`src/rtl/piso_scan_ctrl.sv`:
```
// piso_scan_ctrl: scans one or more cascaded 8-bit parallel-in/serial-out
// shift registers (74HC165 style). A scan parallel-loads the chain and samples
// the serial output for BIT_CYC cycles per bit. Between bits it issues one
// shift pulse. The assembled word is then offered with a valid/ready handshake.
module piso_scan_ctrl #(
  parameter int N_DEV   = 1,
  parameter int BIT_CYC = 1
) (
  input  logic                 clk,
  input  logic                 rst,
  input  logic                 start,
  input  logic                 cont,
  output logic                 busy,
  output logic [8*N_DEV-1:0]   data_out,
  output logic                 data_valid,
  input  logic                 data_ready,
  output logic                 piso_load_n,
  output logic                 piso_clken_n,
  input  logic                 piso_q
);

  localparam int W   = 8 * N_DEV;
  localparam int BCW = $clog2(W) + 1;

  // Bit index of the final bit of a scan, and the last cycle spent sampling a bit.
  localparam logic [BCW-1:0] LAST_BIT = BCW'(W - 1);
  localparam logic [3:0]     LAST_CYC = 4'(BIT_CYC - 1);

  typedef enum logic [2:0] {
    S_IDLE,
    S_LOAD,
    S_SAMPLE,
    S_SHIFT,
    S_DONE
  } state_t;

  state_t           state_q, state_d;
  logic [BCW-1:0]   bit_cnt_q, bit_cnt_d;
  logic [3:0]       cyc_cnt_q, cyc_cnt_d;
  logic [W-1:0]     shreg_q, shreg_d;
  logic [W-1:0]     data_q, data_d;
  logic [W-1:0]     shreg_in;

  // The first bit captured ends up in the MSB after W left shifts.
  assign shreg_in = {shreg_q[W-2:0], piso_q};

  // State, counter and data registers with synchronous reset.
  always_ff @(posedge clk) begin
    if (rst) begin
      state_q   <= S_IDLE;
      bit_cnt_q <= '0;
      cyc_cnt_q <= '0;
      shreg_q   <= '0;
      data_q    <= '0;
    end else begin
      state_q   <= state_d;
      bit_cnt_q <= bit_cnt_d;
      cyc_cnt_q <= cyc_cnt_d;
      shreg_q   <= shreg_d;
      data_q    <= data_d;
    end
  end

  // Next-state logic and PISO control outputs, decoded from the current state.
  always_comb begin
    state_d      = state_q;
    bit_cnt_d    = bit_cnt_q;
    cyc_cnt_d    = cyc_cnt_q;
    shreg_d      = shreg_q;
    data_d       = data_q;
    busy         = 1'b1;
    data_valid   = 1'b0;
    piso_load_n  = 1'b1;
    piso_clken_n = 1'b1;

    case (state_q)
      S_IDLE: begin
        busy = 1'b0;
        if (start) begin
          state_d   = S_LOAD;
          bit_cnt_d = '0;
          cyc_cnt_d = '0;
        end
      end

      S_LOAD: begin
        piso_load_n = 1'b0;
        bit_cnt_d   = '0;
        cyc_cnt_d   = '0;
        state_d     = S_SAMPLE;
      end

      S_SAMPLE: begin
        if (cyc_cnt_q == LAST_CYC) begin
          shreg_d   = shreg_in;
          bit_cnt_d = bit_cnt_q + BCW'(1);
          cyc_cnt_d = '0;
          if (bit_cnt_q == LAST_BIT) begin
            // Publish the completed word; it is held until the next scan finishes.
            data_d  = shreg_in;
            state_d = S_DONE;
          end else begin
            state_d = S_SHIFT;
          end
        end else begin
          cyc_cnt_d = cyc_cnt_q + 4'd1;
        end
      end

      S_SHIFT: begin
        piso_clken_n = 1'b0;
        state_d      = S_SAMPLE;
      end

      S_DONE: begin
        data_valid = 1'b1;
        if (data_ready) begin
          if (cont) begin
            state_d   = S_LOAD;
            bit_cnt_d = '0;
            cyc_cnt_d = '0;
          end else begin
            state_d = S_IDLE;
          end
        end
      end

      default: begin
        state_d = S_IDLE;
      end
    endcase
  end

  assign data_out = data_q;

endmodule

```
`config.mk`:
```
export PLATFORM = sky130hd
export DESIGN_NAME = piso_scan_ctrl
export DESIGN_NICKNAME = d
export VERILOG_FILES = /design/src/rtl/piso_scan_ctrl.sv
export SDC_FILE = /design/constraint.sdc
export NUM_CORES = 1
export LEC_CHECK = 0
export CAP_MARGIN = 20
export CORE_ASPECT_RATIO = 0.9
export CORE_MARGIN = 8
export CORE_UTILIZATION = 35
export DETAILED_ROUTE_END_ITERATION = 10
export PLACE_DENSITY_LB_ADDON = 0.08
export SYNTH_ARGS = -nofsm -noshare
export SYNTH_HDL_FRONTEND = slang
export SYNTH_SLANG_ARGS = --single-unit
```
`constraint.sdc`:
```
create_clock -name clk -period 5.11 [get_ports clk]
set_input_delay 0.511 -clock clk [delete_from_list [all_inputs] [get_ports clk]]
set_output_delay 0.511 -clock clk [all_outputs]
set_load 0.05 [all_outputs]
```
Word level (Yosys, flattened, before mapping)
Cells that the tools add are included.
{"block": "totals", "reg_bits": 26, "out_inout_bits": 12, "inputBits": 6}
{"block": "op_classes", "addsub": 2, "n_eq_ne": 9, "mux": 17, "n_reduce_logical": 9}
{"operator": "4-bit one-hot mux with 4 select lines", "n": 2}
{"operator": "4-bit 2-to-1 mux", "n": 5}
{"operator": "3-bit 2-to-1 mux", "n": 4}
{"operator": "3-bit one-hot mux with 4 select lines", "n": 1}
{"operator": "4-bit by 1-bit adder with 4-bit output (second input constant)", "n": 2}
{"operator": "2-bit inequality test (second input constant)", "n": 4}
{"operator": "3-bit by 2-bit equality test with 1-bit output (second input constant)", "n": 2}
{"operator": "3-bit AND reduction", "n": 2}
{"operator": "1-bit 2-to-1 mux", "n": 5}
{"operator": "5-bit AND reduction", "n": 1}
{"operator": "4-bit by 3-bit equality test with 1-bit output (second input constant)", "n": 1}
{"operator": "4-bit zero test", "n": 1}
{"operator": "4-bit AND reduction", "n": 1}
{"operator": "4-bit nonzero test", "n": 1}
{"operator": "3-bit by 1-bit equality test with 1-bit output (second input constant)", "n": 1}
{"operator": "3-bit equality test (second input constant)", "n": 1}
{"operator": "3-bit zero test", "n": 1}
{"operator": "2-bit AND reduction", "n": 1}
{"operator": "2-bit OR reduction", "n": 1}

Logic depth before layout (Yosys ltp)
{"block": "logic_depth", "word_depth": 4, "ltp_mapped": 7, "depth_no_buf": 6}

Least setup slack after synthesis
No wires, ideal clock.
{"block": "synth_path", "kind": "reg2reg", "startpoint": "register cyc_cnt_q[0]", "endpoint": "register data_q[0], in the netlist data_out[0]", "arrival_time_ns": 1.630, "n_path_buf": 1, "setup_slack_ns": 3.353, "path_stages_with_launch": 8, "path_cell_list": "dfxtp_1 -> inv_1 -> ha_1 -> or3b_2 -> nor3_2 -> buf_6 -> mux2i_1 -> nor2_1"}
{"block": "synth_between", "elab_chain_len": 2}
{"element": "from (decl)", "line": "39", "text": "logic [3:0] cyc_cnt_q, cyc_cnt_d;"}
{"element": "from (signal assigned)", "line": "58", "text": "cyc_cnt_q <= cyc_cnt_d;"}
{"element": "4-bit zero test", "line": "94", "text": "if (cyc_cnt_q == LAST_CYC) begin"}
{"element": "3-bit AND reduction (no source line)"}
{"element": "to (signal assigned)", "line": "60", "text": "data_q <= data_d;"}
{"element": "to (decl)", "line": "41", "text": "logic [W-1:0] data_q, data_d;"}
Every way passes these cells.
A chain may end at the register's enable or synchronous reset.

Worst setup path in the final report
{"block": "layout_path", "startpoint": "register state_q[0]", "endpoint": "output data_valid"}
{"block": "layout_between", "elab_chain_len": 2}
{"element": "from (decl)", "line": "37", "text": "state_t state_q, state_d;"}
{"element": "from (signal assigned)", "line": "56", "text": "state_q <= state_d;"}
{"element": "3-bit equality test", "line": "76", "text": "case (state_q)"}
{"element": "1-bit 2-to-1 mux", "line": "76"}
{"element": "to (decl)", "line": "15", "text": "output logic data_valid,"}
Every way passes these cells.

==> impl_metrics.env <==
export IMPL_cell_breakdown_of_the_critical_path="nor2_1 -> and2_1 -> clkdlybuf4s50_1"
export IMPL_synth_area_um2=1180
export IMPL_tritoncts="built"
export IMPL_synth_top_area_share_pct=44.0
export IMPL_globalRoute_totalOverflow=0
export IMPL_drt_first_pass_iters=4
export IMPL_antenna_found_initial=0
export IMPL_finalSetupViolations=0
export IMPL_synth_seq_cells=26
export IMPL_maxSlewHeadroom_pct=33.4
export IMPL_dr_first_iter_drc_count=55
export IMPL_chipHeight_um=71.1
export IMPL_post_route_total_power_mw=0.502
export IMPL_clock_insertion_delay_worst_skew_ns=0.27
export IMPL_viasPerCell=5.08
export IMPL_synth_ff_type="sky130_fd_sc_hd__dfxtp_1"
export IMPL_rows=20
export IMPL_synth_edff_count=0
export IMPL_grt_usage_pct=9.63
export IMPL_route_detailed_wl_per_inst_um=13.3
export IMPL_path_class="register to primary output"
export IMPL_cts_buffers_inserted=3
export IMPL_synth_sequential_area_ratio_pct=44.0
export IMPL_grt_start_max_net_pins=29
export IMPL_maxClockFrequency_mhz=412
export IMPL_vias_in_the_first_global_route=938
export IMPL_antenna_cells_inserted=0
export IMPL_finalClockSkew_ns=0.00775
export IMPL_drc=0
export IMPL_gp_congestion=0.743
export IMPL_place_detailed_hpwl_um=1790
export IMPL_min_path_type="register to register"
export IMPL_synthCells=133
export IMPL_postSynthNetCount=142
export IMPL_initial_utilization_pct=35.8
export IMPL_timing_critical_path_from_type="register"
export IMPL_design_final_nets=157
export IMPL_die_area_um2=5500
export IMPL_post_synth_most_frequent_cells="sky130_fd_sc_hd__dfxtp_1, sky130_fd_sc_hd__nand2_1, sky130_fd_sc_hd__nor2_1, sky130_fd_sc_hd__a21oi_1, sky130_fd_sc_hd__mux2i_1"
export IMPL_setup_total_negative_slack_ns=0
export IMPL_cpMaxStageDelayCell="sky130_fd_sc_hd__clkdlybuf4s50_1"
export IMPL_num_io_pins=18
export IMPL_ctsLongestPathBuffers=2
export IMPL_critical_path_arrival_ns=1.92
export IMPL_count_of_buffers_from_port_buffering=17
export IMPL_clock_tree_htree_level_count=1
export IMPL_areaGrowthSynthToFinish_pct=21.0
export IMPL_power_density_nw_per_um2=351
export IMPL_post_route_min_period_ns=2.43
export IMPL_yosysTopAreaCell="sky130_fd_sc_hd__dfxtp_1"
export IMPL_detail_route_wirelength_um=2540
export IMPL_synth_top_cells_by_area="sky130_fd_sc_hd__dfxtp_1, sky130_fd_sc_hd__mux2i_1, sky130_fd_sc_hd__nand2_1"
export IMPL_critical_path_max_stage_delay_ns=0.80
export IMPL_yosys_warnings=0
export IMPL_p_leak_nw=0.453
export IMPL_worstMarginPinSlew_ns=0.996
export IMPL_ys_types=35
export IMPL_die_w_um=77.3
export IMPL_share_of_post_route_cells_with_drive_strength_above_1_pct=6.12
export IMPL_global_route_wire_length_before_repair_um=4410
export IMPL_async_reset_ff_share_pct=0
export IMPL_drv_slew=0
export IMPL_cts_sink_count=26
export IMPL_antenna_left=0
export IMPL_critPathCaptureType="primary output"
export IMPL_worst_ir_drop_vdd_mv=0.183
export IMPL_synth_area_per_cell_um2=8.89
export IMPL_core_region_area_um2=3300
export IMPL_register_to_register_setup_slack_ns=2.76
export IMPL_rsz0062_at_grt="false"
export IMPL_route_vias_total=971
export IMPL_final_hold_violation_count=0
export IMPL_final_period_utilization_pct=47.5
export IMPL_top_count_cell_post_synth="sky130_fd_sc_hd__dfxtp_1"
export IMPL_run_status="finished, final reports clean"
export IMPL_cts_hold_repair_buffers=0
export IMPL_path_max_fanout=11
export IMPL_maxCapViolations=0
export IMPL_total_setup_buffers_inserted_after_cts=0
export IMPL_post_cts_sizing=0
export IMPL_crit_required_ns=4.60
export IMPL_clk_pin_slew_ns=0.09
export IMPL_clock_tree_root_cell="sky130_fd_sc_hd__clkbuf_8"
-- power breakdown --
part / internal [mW] / switching [mW]
clock network: 0.105 / 0.0643
registers: 0.210 / 0.0146
logic: 0.0354 / 0.0726
total: 0.350 / 0.152
-- sequential cells by signal, indices dropped and copies added (netlist names) --
name,cells
cyc_cnt_q,4
bit_cnt_q,4
shreg_q,7
state_q,3
data_out,8
-- area by class of cell --
class,count,area (um2)
Clock buffer,3,41.3
Clock inverter,1,30.0
Fill cell,339,1870
Inverter,5,18.8
Multi-Input combinational cell,95,594
Sequential cell,26,520
Tap cell,44,55.1
Timing Repair Buffer,17,170
-- cell families (layout without fill, tap and decap cells) --
group,count (synthesis),after routing,share of synthesized area [%]
buffers and inverters,12,26,5.71
AOI/OAI and AO/OA,27,27,15.2
and+or+nand+nor,56,56,24.2
DFF,26,26,44.0
muxes,9,9,7.62
adders and majority gates,3,3,3.17
-- per-layer routing --
layer	share of wire (%)	vias up	track usage, %
met1	50	448	11.7
met5	0	-	0
met3	7.1	4	4.81
met2	42	18	14.5
li1	-	501	-
met4	0.83	0	2.93
-- cells in the final DEF (no fill, tap or decap), drive strengths merged, types with 2 or more instances in the layout --
cell type      Yosys  layout
nor2              17      17
nor3b              2       2
clkdlybuf4s50      0      17
nand3b             2       2
or3b               2       2
nand3              3       3
a311oi             3       3
ha                 3       3
clkbuf             3       3
a31oi              2       2
a21oi             10      10
nor3               3       3
a22oi              2       2
nand2             20      20
mux2i              9       9
nand2b             2       2
inv                5       5
o21ai              3       3
o2111ai            2       2
or3                2       2
dfxtp             26      26
-- worst max-delay path: cells and delay by family, from the launching register on --
kind,cells,cell delay (ns)
buffers and inverters,1,0.80
and+or+nand+nor,2,0.44
DFF,1,0.42
-- metrics by stage --
step | util [%] | hold slack (ns) | worst slack (ns) | std cells | instance area, um2
finish | 43.3 | 0.460 | 2.68 | 191 | 1430
global route | 43.3 | 0.484 | 2.57 | 191 | 1430
CTS | 43.3 | 0.463 | 2.66 | 191 | 1430
detailed placement | 41.1 | 0.451 | 2.75 | 187 | 1360
global placement | 41.1 | 0.445 | 2.80 | 187 | 1360
floorplan | - | 0.436 | 3.35 | 133 | 1180
-- worst paths after layout --
| check | cells past startpoint | from | end |
|---|---|---|---|
| setup / recovery | 3 | state_q[0] | data_valid |
| hold / removal | 2 | shreg_q[6] | shreg_q[6] |
| setup reg to reg | 6 | cyc_cnt_q[0] | data_out[1] |
| hold reg to reg | 2 | shreg_q[6] | shreg_q[6] |
Note: power is estimated with default switching activity, not from simulation.
==> patch 1: new RTL, same settings <==
Make the reset (`rst`) asynchronous in one clocked block. Comments in the files are not updated.
--- a/src/rtl/piso_scan_ctrl.sv
+++ b/src/rtl/piso_scan_ctrl.sv
@@ -47,3 +47,3 @@
   // State, counter and data registers with synchronous reset.
-  always_ff @(posedge clk) begin
+  always_ff @(posedge clk or posedge rst) begin
     if (rst) begin
Formal check against the unedited RTL: differs if rst is asserted again (counterexample within 4 cycles, from zero or initial values and one cycle with rst high); with rst held inactive, the same outputs for 10 cycles.
==> patch 1 against the unedited design <==
- final cell count decreased by 11%
- critical path depth increased by 1
- synthesized area up 4.8%
- setup slack worse by 0.019 ns
- sequential cell count is the same
- count of clock-buffer cells in the layout unchanged
- cell area grew 8.0%
- wire length fell by 4.7%
- register-to-register slack improved by 0.19 ns
- via count shrank 12%
- utilization up 2.4 points
Power is not compared: it rests on default switching activity, and its combinational part moved more than twofold at a synthesized area within 25%.
==> patch 1: results (changes against the unedited design) <==
| Result | Value | Change |
| --- | --- | --- |
| Count of buffers not belonging to the clock network in the layout | 19 | +2 |
| Fraction of met2 tracks used by global routing | 14.3% | -0.15 points |
| Vias after detailed routing | 851 | -12% |
| Main area contributors after synthesis | dfrtp_1 53%, mux2_2 14%, inv_1 3.3%, ha_1 3.0%, o211ai_1 3.0% |  |
| Number of cells produced by synthesis | 106 | -20% |
| Endpoint arrival time on the critical path | 1.94 ns | +0.02 ns |
| Flop-to-flop setup slack | 2.95 ns | +0.19 ns |
| Post-layout util | 45.7% | +2.4 points |
| Post-synthesis xor/xnor area fraction | 0.707% | +0.71 points |
| Post-Synthesis Net Count | 115 | -19% |
| Share of flip-flops with an asynchronous set or reset after synthesis | 100% | +100 points |
| Clock buffers and inverters, area share | 4.62% | -0.37 points |
| Number of combinational gates with multiple inputs | 66 | -31% |
| Cell types with the highest counts after synthesis | 26 x dfrtp_1, 15 x mux2_2, 11 x inv_1 |  |
| Final HPWL from detailed placement | 1730 microns | -3.1% |
| Hold depth | 1 | -1 |
| Final GP Congestion | 0.823 | +11% |
| Share of the final layout cell area in multi-input gates | 33.7% | -7.8 points |
| Filler cells | 341 | +0.59% |
| GRT met1 Usage | 11.1% | -0.63 points |
| Area after DPL | 1450 sq um | +6.4% |
| Detail Route met2 WL | 1130 microns | +6.6% |
| Post-CTS setup repair buffer count | 0 | unchanged |
| Beginning of the worst hold path | shreg_q[6] |  |
| Non-clock inverter instance count of the final layout | 11 | +6 |
| First-pass GRT wire length | 4170 microns | -5.3% |
| Worst hold margin | 0.512 ns | +0.0520 ns |
| Number of nets in the finished design | 136 | -13% |
| Status | finished clean |  |
| Capture instance of the worst register-to-register path | shreg_q[3] |  |
| Pin count of the biggest net entering global routing | 27 | -6.9% |
| Area taken by flip-flops and latches | 651 sq um | +25% |
| Sequential share of the synthesized area | 52.5% | +8.5 points |
| Total track usage | 9.08% | -0.55 points |
| Number of distinct standard cells referenced by the synthesized netlist | 31 | -11% |
| Met3 Use GR | 3.83% | -0.98 points |
| Endpoint of the worst hold-timing path | data_out[7] |  |
| Reg2Reg Depth | 5 | -1 |
| Critical R2R Launch | cyc_cnt_q[0] |  |
| Clock skew after layout | 0.00474 ns | -0.00301 ns |
| Fraction of final layout cells with drive strength greater than 1 | 19.0% | +13 points |
| Proportion of synthesized area in mux cells | 14.4% | +6.8 points |
| CP max FO | 7 | -4 |
| Post-placement setup slack | 2.94 ns | +0.195 ns |
| Complex-gate fraction of the synthesized area | 10.0% | -5.2 points |
| Total placed cells including tap cells | 165 | -12% |
| Number of DRC markers after the initial detailed-route iteration | 46 | -16% |
| Launching element of the worst setup path | state_q[1] |  |
| Max-Slew Margin vs Limit | 54.0% | +21 points |
-- patch 1: how the worst max path moves through the flow --
| stage | endpoint | slack, ns | cells after the start |
|---|---|---|---|
| 3_5_place_dp | shreg_q[3] | 2.94 | 5 |
| 4_1_cts | data_valid | 2.64 | 4 |
| 6_report | data_valid | 2.66 | 4 |
| 3_3_place_gp | data_valid | 2.96 | 4 |
| 2_1_floorplan | data_out[0] | 3.22 | 6 |
| 5_1_grt | data_valid | 2.53 | 4 |
-- patch 1: kinds of logic (layout without fill, tap and decap cells) --
family / Yosys count / after routing
flops: 26 / 26
simple gates: 28 / 28
mux: 16 / 16
compound gates: 18 / 18
xor+xnor: 1 / 1
buf+inv: 14 / 34
fa+ha+maj: 3 / 3
-- patch 1: power groups by stage --
stage | Sequential, uW | Clock, uW | Combinational, uW
2_1_floorplan | 402 | 0 | 268
3_3_place_gp | 354 | 0 | 429
3_5_place_dp | 355 | 0 | 433
4_1_cts | 351 | 176 | 435
5_1_grt | 362 | 183 | 473
6_report | 350 | 169 | 432
==> patch 2: new RTL, config.mk and constraints unchanged <==
Made on the original files. Set the parameter `N_DEV` to 2 (it was 1).
--- a/src/rtl/piso_scan_ctrl.sv
+++ b/src/rtl/piso_scan_ctrl.sv
@@ -5,3 +5,3 @@
 module piso_scan_ctrl #(
-  parameter int N_DEV   = 1,
+  parameter int N_DEV   = 2,
   parameter int BIT_CYC = 1
Ports: changed (resized data_out); port bits go from 18 to 26. No check against the original RTL was run, so the function may have changed too.
==> patch 2 against the unedited design <==
- setup slack better by 0.050 ns
- sequential cell count up 17
- wire length up 51%
- utilization up 1.4 points
- power grew 41%
- cell area up 53%
- global-route usage up 0.72 points
- synthesized area increased by 52%
- final cell count up 60%
- critical path type unchanged
- critical endpoint unchanged
==> patch 2: results (changes against the unedited design) <==
| Result | Value | Change |
| --- | --- | --- |
| Status | finished clean |  |
| Capture instance of the worst register-to-register path | bit_cnt_q[4] |  |
| Total placed cells including tap cells | 297 | +59% |
| GRT met1 Usage | 13.0% | +1.3 points |
| Final cycle utilization of the critical path | 46.5% | -0.99 points |
| Clock skew after layout | 0.00853 ns | +0.000780 ns |
| Psw | 157 uW | +3.8% |
| Worst hold margin | 0.456 ns | -0.00472 ns |
| Post-Synthesis Net Count | 229 | +61% |
| Leakage Power | 0.000707 uW | +56% |
| Filler cells | 509 | +50% |
| Beginning of the worst hold path | data_out[5] |  |
| CP max FO | 12 | +1 |
| Combinational cell fraction of total power | 7.4% | -14 points |
| Launching element of the worst setup path | state_q[2] |  |
| Met3 Use GR | 3.33% | -1.5 points |
| Flop-to-flop setup slack | 3.11 ns | +0.35 ns |
| Number of DRC markers after the initial detailed-route iteration | 85 | +55% |
| Routed WL | 3840 microns | +51% |
| Post-placement setup slack | 3.03 ns | +0.281 ns |
| Via count of the first global-routing pass | 1438 | +53% |
| Average instance area after synthesis | 8.21 sq um | -7.7% |
| Final HPWL from detailed placement | 2510 microns | +41% |
| Average detailed-routed wire length per instance | 12.6 microns | -5.4% |
| Pin count of the biggest net entering global routing | 45 | +55% |
| Sequential share of the synthesized area | 47.9% | +3.9 points |
| Number of nets in the finished design | 249 | +59% |
| CTS HTree Levels | 2 | +1 |
| Sequential fraction of design power | 48.5% | +3.7 points |
| Total CTS buffers | 5 | +2 |
| Fraction of met2 tracks used by global routing | 16.0% | +1.5 points |
| Final GP Congestion | 0.812 | +9.2% |
| Post-layout util | 44.7% | +1.4 points |
| Fraction of final layout cells with drive strength greater than 1 | 5.83% | -0.29 points |
| Clock Latency Late Sink | 0.29 ns | +0.02 ns |
| IR drop worst, VDD | 0.000173 V | -5.2% |
| Area after DPL | 2060 sq um | +51% |
| Count of input and output buffers | 25 | +8 |
| First-pass GRT wire length | 6640 microns | +51% |
| Total track usage | 10.4% | +0.72 points |
| Vias after detailed routing | 1492 | +54% |
| Max FFs per register | 16 | +8 |
| Critical R2R Launch | state_q[1] |  |
| Endpoint of the worst hold-timing path | data_out[5] |  |
| Endpoint arrival time on the critical path | 1.87 ns | -0.05 ns |
-- patch 2: cell count changes after synthesis, sizes merged, moves of 3 or more --
| cell | unedited run | this run |
|---|---|---|
| mux2i | 9 | 1 |
| a21oi | 10 | 36 |
| clkbuf | 3 | 7 |
| dfxtp | 26 | 43 |
| and3 | 0 | 3 |
| nand3 | 3 | 7 |
| nor2 | 17 | 9 |
| nand2 | 20 | 70 |
-- patch 2: kinds of logic after synthesis --
family / share of synthesized area (%)
flops: 47.9
fa+ha+maj: 2.78
mux: 0.557
compound gates: 15.7
simple gates: 28.0
buf+inv: 5.08
-- patch 2: cell type report --
class,count,share of cell area [%]
flip-flops and latches,43,39.3
multi-input cells,160,38.6
repair buffers,26,11.8
well taps,65,3.71
clock buffers,6,3.31
clock inverters,2,2.74
inverters,3,0.514
-- patch 2: routing by layer --
layer  up-vias  wire [microns]
li1        779               -
met1       677            1950
met2        28            1650
met3         8             191
met4         0              50
met5         -               0
